===== config.mk =====
export PLATFORM = sky130hd
export DESIGN_NAME = bpu_update_arbiter
export DESIGN_NICKNAME = d
export VERILOG_FILES = /design/src/rtl/bpu_update_arbiter_pkg.sv /design/src/rtl/bpu_update_arbiter_fifo.sv /design/src/rtl/bpu_update_arbiter.sv
export SDC_FILE = /design/constraint.sdc
export NUM_CORES = 1
export LEC_CHECK = 0
export CAP_MARGIN = 20
export CELL_PAD_IN_SITES_DETAIL_PLACEMENT = 1
export CELL_PAD_IN_SITES_GLOBAL_PLACEMENT = 2
export CORE_MARGIN = 2
export CORE_UTILIZATION = 33
export DETAILED_ROUTE_END_ITERATION = 8
export PLACE_DENSITY = 0.76
export REMOVE_ABC_BUFFERS = 1
export SLEW_MARGIN = 5
export SYNTH_ARGS = -nofsm -noshare
export SYNTH_HDL_FRONTEND = slang
export SYNTH_SLANG_ARGS = --single-unit

===== constraint.sdc =====
create_clock -name clk -period 5 [get_ports clk]
set_clock_uncertainty 0.05 [all_clocks]
set_input_delay 0.5 -clock clk [delete_from_list [all_inputs] [get_ports clk]]
set_output_delay 0.5 -clock clk [all_outputs]
set_load 0.01 [all_outputs]

===== src/rtl/bpu_update_arbiter_pkg.sv =====
// bpu_update_arbiter_pkg: BPU update record, training-queue entry and queue defaults.
package bpu_update_arbiter_pkg;
  localparam int BPU_UPD_Q_DEPTH = 4;
  typedef struct packed {
    logic        flush;
    logic        btb_update;
    logic        lpht_update;
    logic        taken;
    logic [31:0] pc;
    logic [31:0] br_target;
  } bpu_update_t;
  typedef struct packed {
    bpu_update_t upd;
    logic        from_front;
    logic        kill;
  } bpu_upd_q_entry_t;
  function automatic logic is_train(input bpu_update_t u);
    return !u.flush && (u.btb_update || u.lpht_update);
  endfunction
endpackage


===== src/rtl/bpu_update_arbiter_fifo.sv =====
// bpu_update_arbiter_fifo: 2-write/1-read circular training buffer with kill of front-sourced entries.
module bpu_update_arbiter_fifo
  import bpu_update_arbiter_pkg::*;
#(
  parameter int DEPTH = BPU_UPD_Q_DEPTH
) (
  input  logic                     clk,
  input  logic                     rst_n,
  input  logic                     we0,
  input  bpu_upd_q_entry_t         d0,
  input  logic                     we1,
  input  bpu_upd_q_entry_t         d1,
  input  logic                     re,
  input  logic                     kill_front,
  output bpu_update_t              head_upd,
  output logic                     head_kill,
  output logic [$clog2(DEPTH):0]   count
);
  localparam int AW = $clog2(DEPTH);
  bpu_upd_q_entry_t mem [DEPTH];
  logic [AW:0] wp, rp, wp1;
  assign wp1 = wp + {{AW{1'b0}}, we0};
  assign head_upd = mem[rp[AW-1:0]].upd;
  assign head_kill = mem[rp[AW-1:0]].kill;
  assign count = wp - rp;
  // Kill marks land first so a same-cycle write carries its own kill bit.
  always_ff @(posedge clk or negedge rst_n) begin
    if (!rst_n) begin
      wp <= '0;
      rp <= '0;
      for (int i = 0; i < DEPTH; i++) mem[i] <= '0;
    end else begin
      for (int i = 0; i < DEPTH; i++) if (kill_front && mem[i].from_front) mem[i].kill <= 1'b1;
      if (we0) mem[wp[AW-1:0]] <= d0;
      if (we1) mem[wp1[AW-1:0]] <= d1;
      wp <= wp1 + {{AW{1'b0}}, we1};
      rp <= rp + {{AW{1'b0}}, re};
    end
  end
endmodule


===== src/rtl/bpu_update_arbiter.sv =====
// bpu_update_arbiter: merges front/back BPU updates onto one port; flushes pass through, training is queued.
// Define BPU_UPD_BYPASS_EN to let a lone training update skip an empty queue in the same cycle.
module bpu_update_arbiter
  import bpu_update_arbiter_pkg::*;
#(
  parameter int DEPTH      = BPU_UPD_Q_DEPTH,
  parameter int DROP_CNT_W = 8
) (
  input  logic                    clk,
  input  logic                    rst_n,
  input  bpu_update_t             update_front_i,
  input  bpu_update_t             update_back_i,
  output bpu_update_t             update_o,
  output logic [$clog2(DEPTH):0]  q_count_o,
  output logic                    busy_o,
  output logic [DROP_CNT_W-1:0]   drop_cnt_o
);
  localparam int CW = $clog2(DEPTH) + 1;
`ifdef BPU_UPD_BYPASS_EN
  localparam logic BYP = 1'b1;
`else
  localparam logic BYP = 1'b0;
`endif
  logic train_b, train_f, fl, empty, byp, byp_b, byp_f, want_b, want_f, acc_b, acc_f, pop, head_kill;
  bpu_update_t head_upd, head_out;
  bpu_upd_q_entry_t d0, d1;
  logic [CW:0] free;
  logic [1:0] drop;
  logic [DROP_CNT_W:0] drop_sum;
  assign train_b = is_train(update_back_i);
  assign train_f = is_train(update_front_i);
  assign fl = update_back_i.flush | update_front_i.flush;
  assign empty = q_count_o == '0;
  assign busy_o = ~empty;
  assign byp = BYP & ~fl & empty & (train_b | train_f);
  assign byp_b = byp & train_b;
  assign byp_f = byp & ~train_b;
  assign want_b = train_b & ~byp_b;
  assign want_f = train_f & ~byp_f;
  assign pop = ~fl & ~empty;
  // Slots freed by this cycle's pop are usable by this cycle's pushes.
  assign free = (CW + 1)'(DEPTH) - {1'b0, q_count_o} + {{CW{1'b0}}, pop};
  assign acc_b = want_b & (free != '0);
  assign acc_f = want_f & (free > {{CW{1'b0}}, acc_b});
  assign drop = {1'b0, want_b & ~acc_b} + {1'b0, want_f & ~acc_f};
  assign drop_sum = {1'b0, drop_cnt_o} + {{(DROP_CNT_W - 1){1'b0}}, drop};
  assign d0 = '{upd: update_back_i, from_front: 1'b0, kill: 1'b0};
  assign d1 = '{upd: update_front_i, from_front: 1'b1, kill: update_back_i.flush};
  always_comb begin
    head_out = head_upd;
    head_out.flush = 1'b0;
    update_o = !rst_n ? '0 :
               update_back_i.flush ? update_back_i :
               update_front_i.flush ? update_front_i :
               byp_b ? update_back_i :
               byp_f ? update_front_i :
               (pop & ~head_kill) ? head_out : '0;
  end
  always_ff @(posedge clk or negedge rst_n) begin
    if (!rst_n) drop_cnt_o <= '0;
    else if (drop != 2'd0) drop_cnt_o <= drop_sum[DROP_CNT_W] ? '1 : drop_sum[DROP_CNT_W-1:0];
  end
  bpu_update_arbiter_fifo #(.DEPTH(DEPTH)) u_fifo (
    .clk        (clk),
    .rst_n      (rst_n),
    .we0        (acc_b),
    .d0         (d0),
    .we1        (acc_f),
    .d1         (d1),
    .re         (pop),
    .kill_front (update_back_i.flush),
    .head_upd   (head_upd),
    .head_kill  (head_kill),
    .count      (q_count_o)
  );
endmodule

==> implementation parameters <==
Parameter                              Value

Outcome
  Status    complete, no violations

Clocking
  Clock Root Buffer    sky130_fd_sc_hd__clkbuf_16
  CTS tree    yes
  Total clock buffers created by CTS    37
  Clock Pin Slew Worst Setup and Hold Paths    about 60 ps
  CTS Buffer Depth    3
  H-tree depth    2
  CTS sink count    slightly below 300
  Clk Latency, worst-skew pair    around 570 ps

Critical path
  Crit end category    register
  Arrival time of data at the critical path endpoint    between 5000 and 6000 ps
  Worst-path fanout max    3
  Data required time at the worst endpoint    5410 ps
  CP dominant cell by count    sky130_fd_sc_hd__ha_2
  Startpoint kind of the worst setup timing path    register
  Kind of cell with the highest combined delay on the critical path    adder cells
  Crit Path Class    register to register
  CP max-delay cell    sky130_fd_sc_hd__dfrtp_4
  Maximum single-stage delay on the critical path    470 ps
  Number of buffers and inverters on the critical path    3

Yosys
  Yosys reg bits    slightly below 300
  Most frequent cells after synthesis    536 x sky130_fd_sc_hd__a31oi_1, 300 x sky130_fd_sc_hd__clkbuf_1, 290 x sky130_fd_sc_hd__dfrtp_1, 272 x sky130_fd_sc_hd__a211oi_1, 268 x sky130_fd_sc_hd__a21boi_0
  Avg Inst Size Synth    roughly 9.1 um2
  Library cell occupying the most area in the post-synthesis netlist    sky130_fd_sc_hd__dfrtp_1
  Sequential share of the synthesized area    32.5%
  Netlist Area Pre-Place    between 20000 and 25000 um2
  Unique cell type count in the Yosys netlist    between 40 and 50
  Post-synthesis async set-or-reset flop share    100%
  Post-synth EDFFs    0
  Post-synth top flop    sky130_fd_sc_hd__dfrtp_1
  Cell types with the largest area share after synthesis    sky130_fd_sc_hd__dfrtp_1 33%, sky130_fd_sc_hd__a31oi_1 15%, sky130_fd_sc_hd__o2111ai_1 10%
  Library cell with the highest instance count after synthesis    sky130_fd_sc_hd__a31oi_1
  Fraction of synthesized cell area taken by the top area cell type    around a third
  Cells after Synth    2441
  Warnings, synthesis    0

Floorplanning
  Number of I/O pins    between 200 and 250
  Horizontal die dimension    approximately 260 um
  Core Area    approximately 67000 um2
  Vertical die dimension    approximately 260 um
  Total die area    about 70000 um2
  Placement row count    95
  Starting utilization of the core area    about 33%

STA
  Worst slew pin tran    1220 ps
  RSZ-0062 raised after global routing    false
  Final worst path period need    4750 ps
  Maximum clock frequency    around 210 MHz
  Max transition margin    a little under a fifth
  Setup_tns    0 ps
  Final critical-path share of the clock period    95.0%
  Total count of hold-check failures in the final report    0
  Final setup violation count    0
  Max Transition Viols Final    0

Global routing
  Largest net degree at the start of global routing    between 200 and 250
  Via count of the first global-routing pass    25400
  Wire length of the first global-routing pass    ~160000 um
  GR Overflow Total    0
  Overall Global Routing Usage    between 20% and 30%
  Initial antenna violation count    5

Routing
  Vias per inst    roughly 7.3
  Router iterations before antenna repair    5
  Detailed-route DRC error count    0
  Remaining antenna violation count    0
  Wire length on met3    ~7700 um
  Met2 layer wire length in the routed design    approximately 47000 um
  Iteration-0 DRC Markers    roughly 2400
  M1 WL    approximately 44000 um
  Total number of vias    24100
  Aggregate routed wire length    ~100000 um
  Highest metal used    met5
  WL per Instance    between 30 and 40 um

Layout
  Area added between synthesis and finish    18.7%
  Fraction of final layout cells sized beyond drive strength 1    11.2%
  Finished Cell Area    approximately 26000 um2
  Number of nets in the final layout    about 2600

Place
  Post-DP HPWL    around 53000 um
  Cell area reported after detailed placement    approximately 25000 um2
  PortBufs    217
  Final estimated routing congestion in global placement    around 0.78

Hold path
  Min-delay worst type    register to register

Flow run
  # Max-Cap Violations    0
metal layers:
metal  vias to the layer above  global-route usage, %
met1                     12400                   39.8
met5                         -                      0
li1                      10200                      -
met2                      1242                   44.5
met3                       239                   4.69
met4                         2                   11.2
repair_timing:
action / 4_1_cts / 5_1_grt
pin swaps: 1 / 3
endpoints found under the setup margin: 54 / 60
hold endpoints to repair: 63 / 0
hold buffers: 1 / 0
resized for setup: 9 / 7
buffers inserted: 1 / 1
metrics by stage:
step	setup WS [ps]	utilization [%]	std cells	hold WS [ps]
floorplan	-15250	-	2034	154
global placement	-165	37.6	3230	426
detailed placement	-380	37.6	3230	439
CTS	6.08	39.4	3297	453
global route	10.2	39.5	3302	491
finish	251	39.5	3302	449
worst min-delay path, delay by kind of cell, from the launching register on:
kind | cells | cell delay (ps)
AND/OR/NAND/NOR | 1 | 50
AO/OA/AOI/OAI | 1 | 60
flip-flops | 1 | 350
area by class of cell:
type | instances | area (um2)
clock buffers | 57 | 1090
clock inverters | 8 | 68.8
inverters | 19 | 71.3
well taps | 873 | 1090
fillers | 7477 | 40600
multi-input cells | 1725 | 13500
repair buffers | 326 | 3410
flip-flops and latches | 290 | 7260
diodes | 4 | 10.0
path summary, 6_finish.rpt:
| check | from | to | slack [ps] | cells past startpoint |
|---|---|---|---|---|
| worst min register to register | u_fifo.mem[211] | u_fifo.mem[210] | 450 | 2 |
| max in group asynchronous | rst_n | u_fifo.mem[233] | 3240 | 4 |
| worst max register to register | u_fifo.rp[0] | drop_cnt_o[4] | 250 | 25 |
| worst max-delay path | u_fifo.rp[0] | drop_cnt_o[4] | 250 | 25 |
| worst min-delay path | u_fifo.mem[211] | u_fifo.mem[210] | 450 | 2 |
| min in group asynchronous | rst_n | u_fifo.mem[60] | 490 | 2 |
cell families after synthesis:
group	after synthesis	synth area share, %
AO/OA/AOI/OAI	1506	48.8
buffers and inverters	426	7.84
XOR/XNOR	8	0.382
AND/OR/NAND/NOR	122	2.32
multiplexers	73	7.16
flip-flops	290	32.5
adder cells (fa/ha/maj)	16	0.965
flip-flops by register name (all words and copies together) (netlist names):
name,count
u_fifo.mem,276
drop_cnt_o,8
u_fifo.rp,3
u_fifo.wp,3
cells in the final DEF (no fill, tap or decap), types with 6 or more instances in the layout:
master                            count
sky130_fd_sc_hd__a221oi_1            67
sky130_fd_sc_hd__a211o_1              8
sky130_fd_sc_hd__a31oi_1            536
sky130_fd_sc_hd__inv_1               17
sky130_fd_sc_hd__ha_1                10
sky130_fd_sc_hd__clkdlybuf4s50_1    214
sky130_fd_sc_hd__clkbuf_16           39
sky130_fd_sc_hd__clkinv_2             6
sky130_fd_sc_hd__nor2_1              73
sky130_fd_sc_hd__buf_4               75
sky130_fd_sc_hd__a21oi_1              7
sky130_fd_sc_hd__dfrtp_1            288
sky130_fd_sc_hd__clkbuf_1            13
sky130_fd_sc_hd__a21boi_0           268
sky130_fd_sc_hd__nand2_1             19
sky130_fd_sc_hd__o21ai_0             72
sky130_fd_sc_hd__a211oi_1           272
sky130_fd_sc_hd__o2111ai_1          262
sky130_fd_sc_hd__mux4_2              68
sky130_fd_sc_hd__buf_12              33
Power is left out: the tool's default activity adds up to more than one toggle a clock period on the data nets, which glitch-free logic cannot reach.
